File: config.mk
export PLATFORM = sky130hd
export DESIGN_NAME = freq_meter_flat
export DESIGN_NICKNAME = d
export VERILOG_FILES = /design/src/rtl/freq_meter_pkg.sv /design/src/rtl/freq_meter_if.sv /design/src/rtl/freq_meter_bcd_digit.sv /design/src/rtl/freq_meter.sv /design/src/flat_wrapper.sv
export SDC_FILE = /design/constraint.sdc
export NUM_CORES = 1
export LEC_CHECK = 0
export CAP_MARGIN = 20
export CORE_AREA = 2 2 75 77
export CTS_CLUSTER_SIZE = 28
export DETAILED_ROUTE_END_ITERATION = 10
export DIE_AREA = 0 0 77 79
export PLACE_DENSITY_LB_ADDON = 0.12
export SKIP_LAST_GASP = 1
export SLEW_MARGIN = 20
export SYNTH_ARGS = -nofsm -noshare
export SYNTH_HDL_FRONTEND = slang
export SYNTH_HIERARCHICAL = 1
export SYNTH_SLANG_ARGS = --single-unit
File: constraint.sdc
create_clock -name clk -period 6.5 [get_ports clk]
set_input_delay 0.975 -clock clk [delete_from_list [all_inputs] [get_ports clk]]
set_output_delay 0.975 -clock clk [all_outputs]
set_load 0.005 [all_outputs]
File: src/rtl/freq_meter_pkg.sv
// freq_meter_pkg: shared widths, limits and BCD digit step for the frequency meter
package freq_meter_pkg;
   localparam int BCD_W = 4;
   localparam int N_DIGITS = 4;
   localparam logic [BCD_W*N_DIGITS-1:0] BCD_MAX = 16'h9999;
   localparam int GATE_DEFAULT = 50000;
   typedef logic [BCD_W-1:0] digit_t;
   function automatic digit_t digit_next(input digit_t q, input logic inc);
      return inc ? ((q == 4'd9) ? '0 : q + 1'b1) : q;
   endfunction
endpackage

File: src/rtl/freq_meter_if.sv
// freq_meter_if: measured input and latched BCD result bundle
interface freq_meter_if;
   import freq_meter_pkg::*;
   logic fin;
   logic [BCD_W*N_DIGITS-1:0] bcd;
   logic ovf;
   logic valid;
   modport master (output fin, input bcd, ovf, valid);
   modport slave (input fin, output bcd, ovf, valid);
endinterface

File: src/rtl/freq_meter_bcd_digit.sv
// bcd_digit: mod-10 counter digit with synchronous clear and terminal-count flag
module bcd_digit
   import freq_meter_pkg::*;
(
   input  logic   clk,
   input  logic   rst,
   input  logic   clr_i,
   input  logic   inc_i,
   output digit_t q_o,
   output logic   tc_o
);
   digit_t cnt_q, cnt_d;
   always_comb cnt_d = clr_i ? '0 : digit_next(cnt_q, inc_i);
   always_ff @(posedge clk or posedge rst) begin
      if (rst) cnt_q <= '0;
      else cnt_q <= cnt_d;
   end
   assign q_o = cnt_q;
   assign tc_o = cnt_q == 4'd9;
endmodule

File: src/rtl/freq_meter.sv
// freq_meter: counts fin rising edges over a GATE-cycle window and latches a saturating 4-digit BCD result
module freq_meter
   import freq_meter_pkg::*;
#(
   parameter int GATE = GATE_DEFAULT
) (
   input logic         clk,
   input logic         rst,
   freq_meter_if.slave bus
);
   localparam int GW = $clog2(GATE);
   localparam logic [GW-1:0] GLAST = GW'(GATE - 1);
   logic s1_q, s2_q, s3_q;
   logic [GW-1:0] gcnt_q, gcnt_d;
   logic sat_q, sat_d, ovf_q, ovf_d, valid_q;
   logic [BCD_W*N_DIGITS-1:0] bcd_q, bcd_d, cnt, cnt_nxt;
   logic [N_DIGITS-1:0] tc, inc;
   logic rise, win_end, full, sat_cond;
   assign rise = s2_q & ~s3_q;
   assign win_end = gcnt_q == GLAST;
   assign full = cnt == BCD_MAX;
   assign sat_cond = rise & full;
   for (genvar i = 0; i < N_DIGITS; i++) begin : g_dig
      // a digit steps only when every lower digit is at 9
      localparam logic [N_DIGITS-1:0] LOW = N_DIGITS'((1 << i) - 1);
      assign inc[i] = rise & ~full & (&(tc | ~LOW));
      bcd_digit u_dig (
         .clk   (clk),
         .rst   (rst),
         .clr_i (win_end),
         .inc_i (inc[i]),
         .q_o   (cnt[i*BCD_W +: BCD_W]),
         .tc_o  (tc[i])
      );
      assign cnt_nxt[i*BCD_W +: BCD_W] = digit_next(cnt[i*BCD_W +: BCD_W], inc[i]);
   end
   always_comb begin
      gcnt_d = win_end ? '0 : gcnt_q + 1'b1;
      sat_d = ~win_end & (sat_q | sat_cond);
      bcd_d = win_end ? cnt_nxt : bcd_q;
      ovf_d = win_end ? (sat_q | sat_cond) : ovf_q;
   end
   always_ff @(posedge clk or posedge rst) begin
      if (rst) begin
         s1_q <= 1'b0;
         s2_q <= 1'b0;
         s3_q <= 1'b0;
         gcnt_q <= '0;
         sat_q <= 1'b0;
         bcd_q <= '0;
         ovf_q <= 1'b0;
         valid_q <= 1'b0;
      end else begin
         s1_q <= bus.fin;
         s2_q <= s1_q;
         s3_q <= s2_q;
         gcnt_q <= gcnt_d;
         sat_q <= sat_d;
         bcd_q <= bcd_d;
         ovf_q <= ovf_d;
         valid_q <= win_end;
      end
   end
   assign bus.bcd = bcd_q;
   assign bus.ovf = ovf_q;
   assign bus.valid = valid_q;
endmodule
File: src/flat_wrapper.sv
// flat-port wrapper written by rule: the top's interface ports become plain ports
module freq_meter_flat import freq_meter_pkg::*;
#(
   parameter int GATE = GATE_DEFAULT
)
  (clk, rst, bus_fin, bus_bcd, bus_ovf, bus_valid);
  freq_meter_if bus_i ();
  input logic clk;
  input logic rst;
  input wire logic [$bits(bus_i.fin)-1:0] bus_fin;
  output wire logic [$bits(bus_i.bcd)-1:0] bus_bcd;
  output wire logic [$bits(bus_i.ovf)-1:0] bus_ovf;
  output wire logic [$bits(bus_i.valid)-1:0] bus_valid;
  assign bus_i.fin = bus_fin;
  assign bus_bcd = bus_i.bcd;
  assign bus_ovf = bus_i.ovf;
  assign bus_valid = bus_i.valid;
  freq_meter #(.GATE(GATE)) u_core (.clk(clk), .rst(rst), .bus(bus_i));
endmodule
==> results.txt <==
----------------------------------------------------
[Worst setup path]
  Data arrival time of the worst path ... 2.63 ns
  CP startpoint ... u_core/g_dig[0].u_dig/q_o[0]$_DFFE_PP0P_
  WS Path Type ... reg2reg
  Critical path endpoint category ... register
  Critical path endpoint ... u_core/g_dig[1].u_dig/q_o[2]$_DFFE_PP0P_
  Critical Path RT ... 6.73 ns
  Worst-case reg-to-reg path depth ... 8
  Reg-to-Reg Start ... u_core/g_dig[0].u_dig/q_o[0]$_DFFE_PP0P_
  Worst setup slack for register-to-register paths ... 4.10 ns
  Critical path peak fanout ... 13
  Destination of the worst register-to-register timing path ... u_core/g_dig[1].u_dig/q_o[2]$_DFFE_PP0P_
  Startpoint type of the worst setup path ... register

[GRT]
  Maximum number of pins on one net before global-route repair ... 28
  Total GRT Usage ... 0.218
  Via count of the first global-routing pass ... 2202
  Remaining global-route overflow ... 0
  Initial antenna violation count ... 0
  First-pass GRT wire length ... 10.6 mm

[Clocking]
  Root buffer cell ... sky130_fd_sc_hd__clkbuf_8
  Number of CTS-inserted buffers ... 5
  Worst-Skew Late Latency ... 0.29 ns
  Number of H-tree levels ... 2
  Maximum clock insertion buffer count ... 2
  Setup Fix Bufs, Post-CTS ... 0
  Clock tree from TritonCTS ... yes
  Clock sink count ... 54
  Total of hold buffers inserted after clock tree synthesis ... 0
  Clock-pin transition on the worst setup and hold timing paths ... 0.09 ns
  Cts repair resizes ... 0

[Power and ir drop]
  Reg power frac ... 0.598
  Clk network pwr share ... 0.262
  Switching power ... 187 uW
  Comb pwr share ... 0.140
  Ratio of total power to cell area ... 195 nW/um^2
  Net switching share of the total power ... 0.283
  Leakage power ... 0.00145 uW
  Maximum ir drop on the vdd rail ... 0.000112 V
  Cell internal pwr ... 474 uW

[Min path]
  Worst Hold Launch ... u_core/s1_q$_DFF_PP0_
  Instance count along the most critical hold path ... 0
  Hold/Removal Path Class ... reg2reg

[Route]
  Routed wire length per instance ... 15.3 um
  Vias per cell ... 5.83
  Violation count after the first detailed-routing iteration ... 135
  Total number of vias ... 2377
  DRC Markers ... 0
  Antenna-violating nets left ... 0
  Final routed wirelength across all metal layers ... 6.25 mm
  Iteration count of the initial detailed-routing pass ... 4

[Layout]
  Number of inserted diodes ... 0
  Core occupancy in the finished layout ... 0.636
  Proportion of layout cells with a drive suffix above 1 ... 0.0565
  Area growth from synthesis to layout ... 10.9%
  Layout Cells excl Fill ... 408
  Finished Cell Area ... 3390 um^2
  Final nets ... 348

[Placement]
  Inst Count DP ... 401
  Placement-stage cell area ... 3320 um^2
  Detailed-placement wirelength estimate ... 4.33 mm
  Placer congestion estimate ... 0.813
  Quantity of I/O buffers inserted on ports ... 20

[Die]
  Placeable core region ... 5340 um^2
  Die X-Extent ... 77 um
  Core Rows ... 27
  Boundary Pins ... 21
  Starting density of the core ... 0.573
  Die outline area ... 6080 um^2
  Floorplan die height ... 79 um

[Yosys]
  Synthesis Warnings ... 6
  Number of nets produced by synthesis ... 328
  Average size of a mapped cell ... 9.68 um^2
  Cell area after technology mapping ... 3060 um^2
  Syn Inst Count ... 316

[STA]
  Period utilisation layout ... 0.369
  Clock Skew ... 0.00322 ns
  Setup violators final ... 0
  Final-report max-slew violation count ... 0
  Top achievable clock speed ... 0.417 GHz
  Slew of the pin with the lowest slew margin ... 0.802 ns
  Min Tclk post-route ... 2.40 ns
  Total Negative Setup Slacks ... 0 ns
  Final Hold Fails ... 0
  Worst slew margin ... 0.465
  RSZ-0062 raised after global routing ... no

[Run]
  Number of max-cap violations ... 0

[Run status]
  Run status ... completed

----------------------------------------------------
power groups by stage:
| stage | logic (uW) | registers (uW) | clock network (uW) |
|---|---|---|---|
| 5_1_grt | 106 | 401 | 196 |
| 3_5_place_dp | 92.5 | 401 | 0 |
| 6_report | 92.7 | 395 | 173 |
| 2_1_floorplan | 76.8 | 388 | 0 |
| 3_3_place_gp | 88.8 | 401 | 0 |
| 4_1_cts | 92.9 | 394 | 183 |
cell usage in the layout, fill, tap and decap left out, drive strengths merged, types with 2 or more instances in the layout:
master / n
nor3: 5
or4: 2
a31oi: 3
o31ai: 2
buf: 2
ha: 9
clkbuf: 7
nor2b: 5
and4: 3
mux2: 2
nor2: 21
a21oi: 20
nand4: 9
or3b: 4
clkdlybuf4s50: 20
nor4: 4
nand3: 15
nor4b: 6
nor4bb: 4
nand2b: 10
a211o: 3
o211ai: 5
dfrtp: 54
a21boi: 6
and2: 2
nand2: 33
inv: 17
and4b: 5
or3: 2
o21ai: 17
xor2: 6
xnor2: 10
nand3b: 14
flip-flops by register name, indices dropped and copies added (netlist names):
signal,flops
u_core/bus.bcd,16
u_core/bus.ovf,1
u_core/bus.valid,1
u_core/g_dig.u_dig/q_o,16
u_core/gcnt_q,16
u_core/s1_q,1
u_core/s2_q,1
u_core/s3_q,1
u_core/sat_q,1
metal layers:
metal  GRT usage  wire [um]  up-vias  part of all wire
li1            -          -     1175                 -
met1       0.307       2980     1150              0.48
met2       0.354       2980       50              0.48
met3      0.0398        268        2             0.043
met4      0.0500         27        0            0.0043
met5           0          0        -                 0
how the worst min path moves through the flow:
stage          slack, ns                     to
5_1_grt             0.38  u_core/s2_q$_DFF_PP0_
3_3_place_gp        0.34  u_core/s2_q$_DFF_PP0_
6_report            0.36  u_core/s2_q$_DFF_PP0_
3_5_place_dp        0.35  u_core/s2_q$_DFF_PP0_
2_1_floorplan       0.33  u_core/s2_q$_DFF_PP0_
4_1_cts             0.37  u_core/s2_q$_DFF_PP0_
through the flow:
step	total power, uW	hold WS, ns	worst slack [ns]
finish	661	0.361	4.10
floorplan	465	0.331	4.31
CTS	670	0.368	4.13
detailed placement	493	0.346	4.14
global route	703	0.376	3.83
global placement	489	0.343	4.22
layout make-up:
type                       instances  area (um^2)
sequential                        54         1350
inverter                          17         63.8
tap                               72         90.1
clock buffer                       7         76.3
timing repair buffer              22          215
multi-input combinational        236         1600
fill                             458         1940
worst max-delay path: stages, from the launching register on:
cell and delay [ns]:
sky130_fd_sc_hd__dfrtp_1 0.55, sky130_fd_sc_hd__ha_1 0.25, sky130_fd_sc_hd__nand3b_2 0.12, sky130_fd_sc_hd__inv_1 0.11
sky130_fd_sc_hd__nand3b_1 0.29, sky130_fd_sc_hd__nor2_1 0.41, sky130_fd_sc_hd__nand2_1 0.11, sky130_fd_sc_hd__or3b_1 0.38
sky130_fd_sc_hd__a21oi_2 0.11
(Power assumes the default switching activity.)
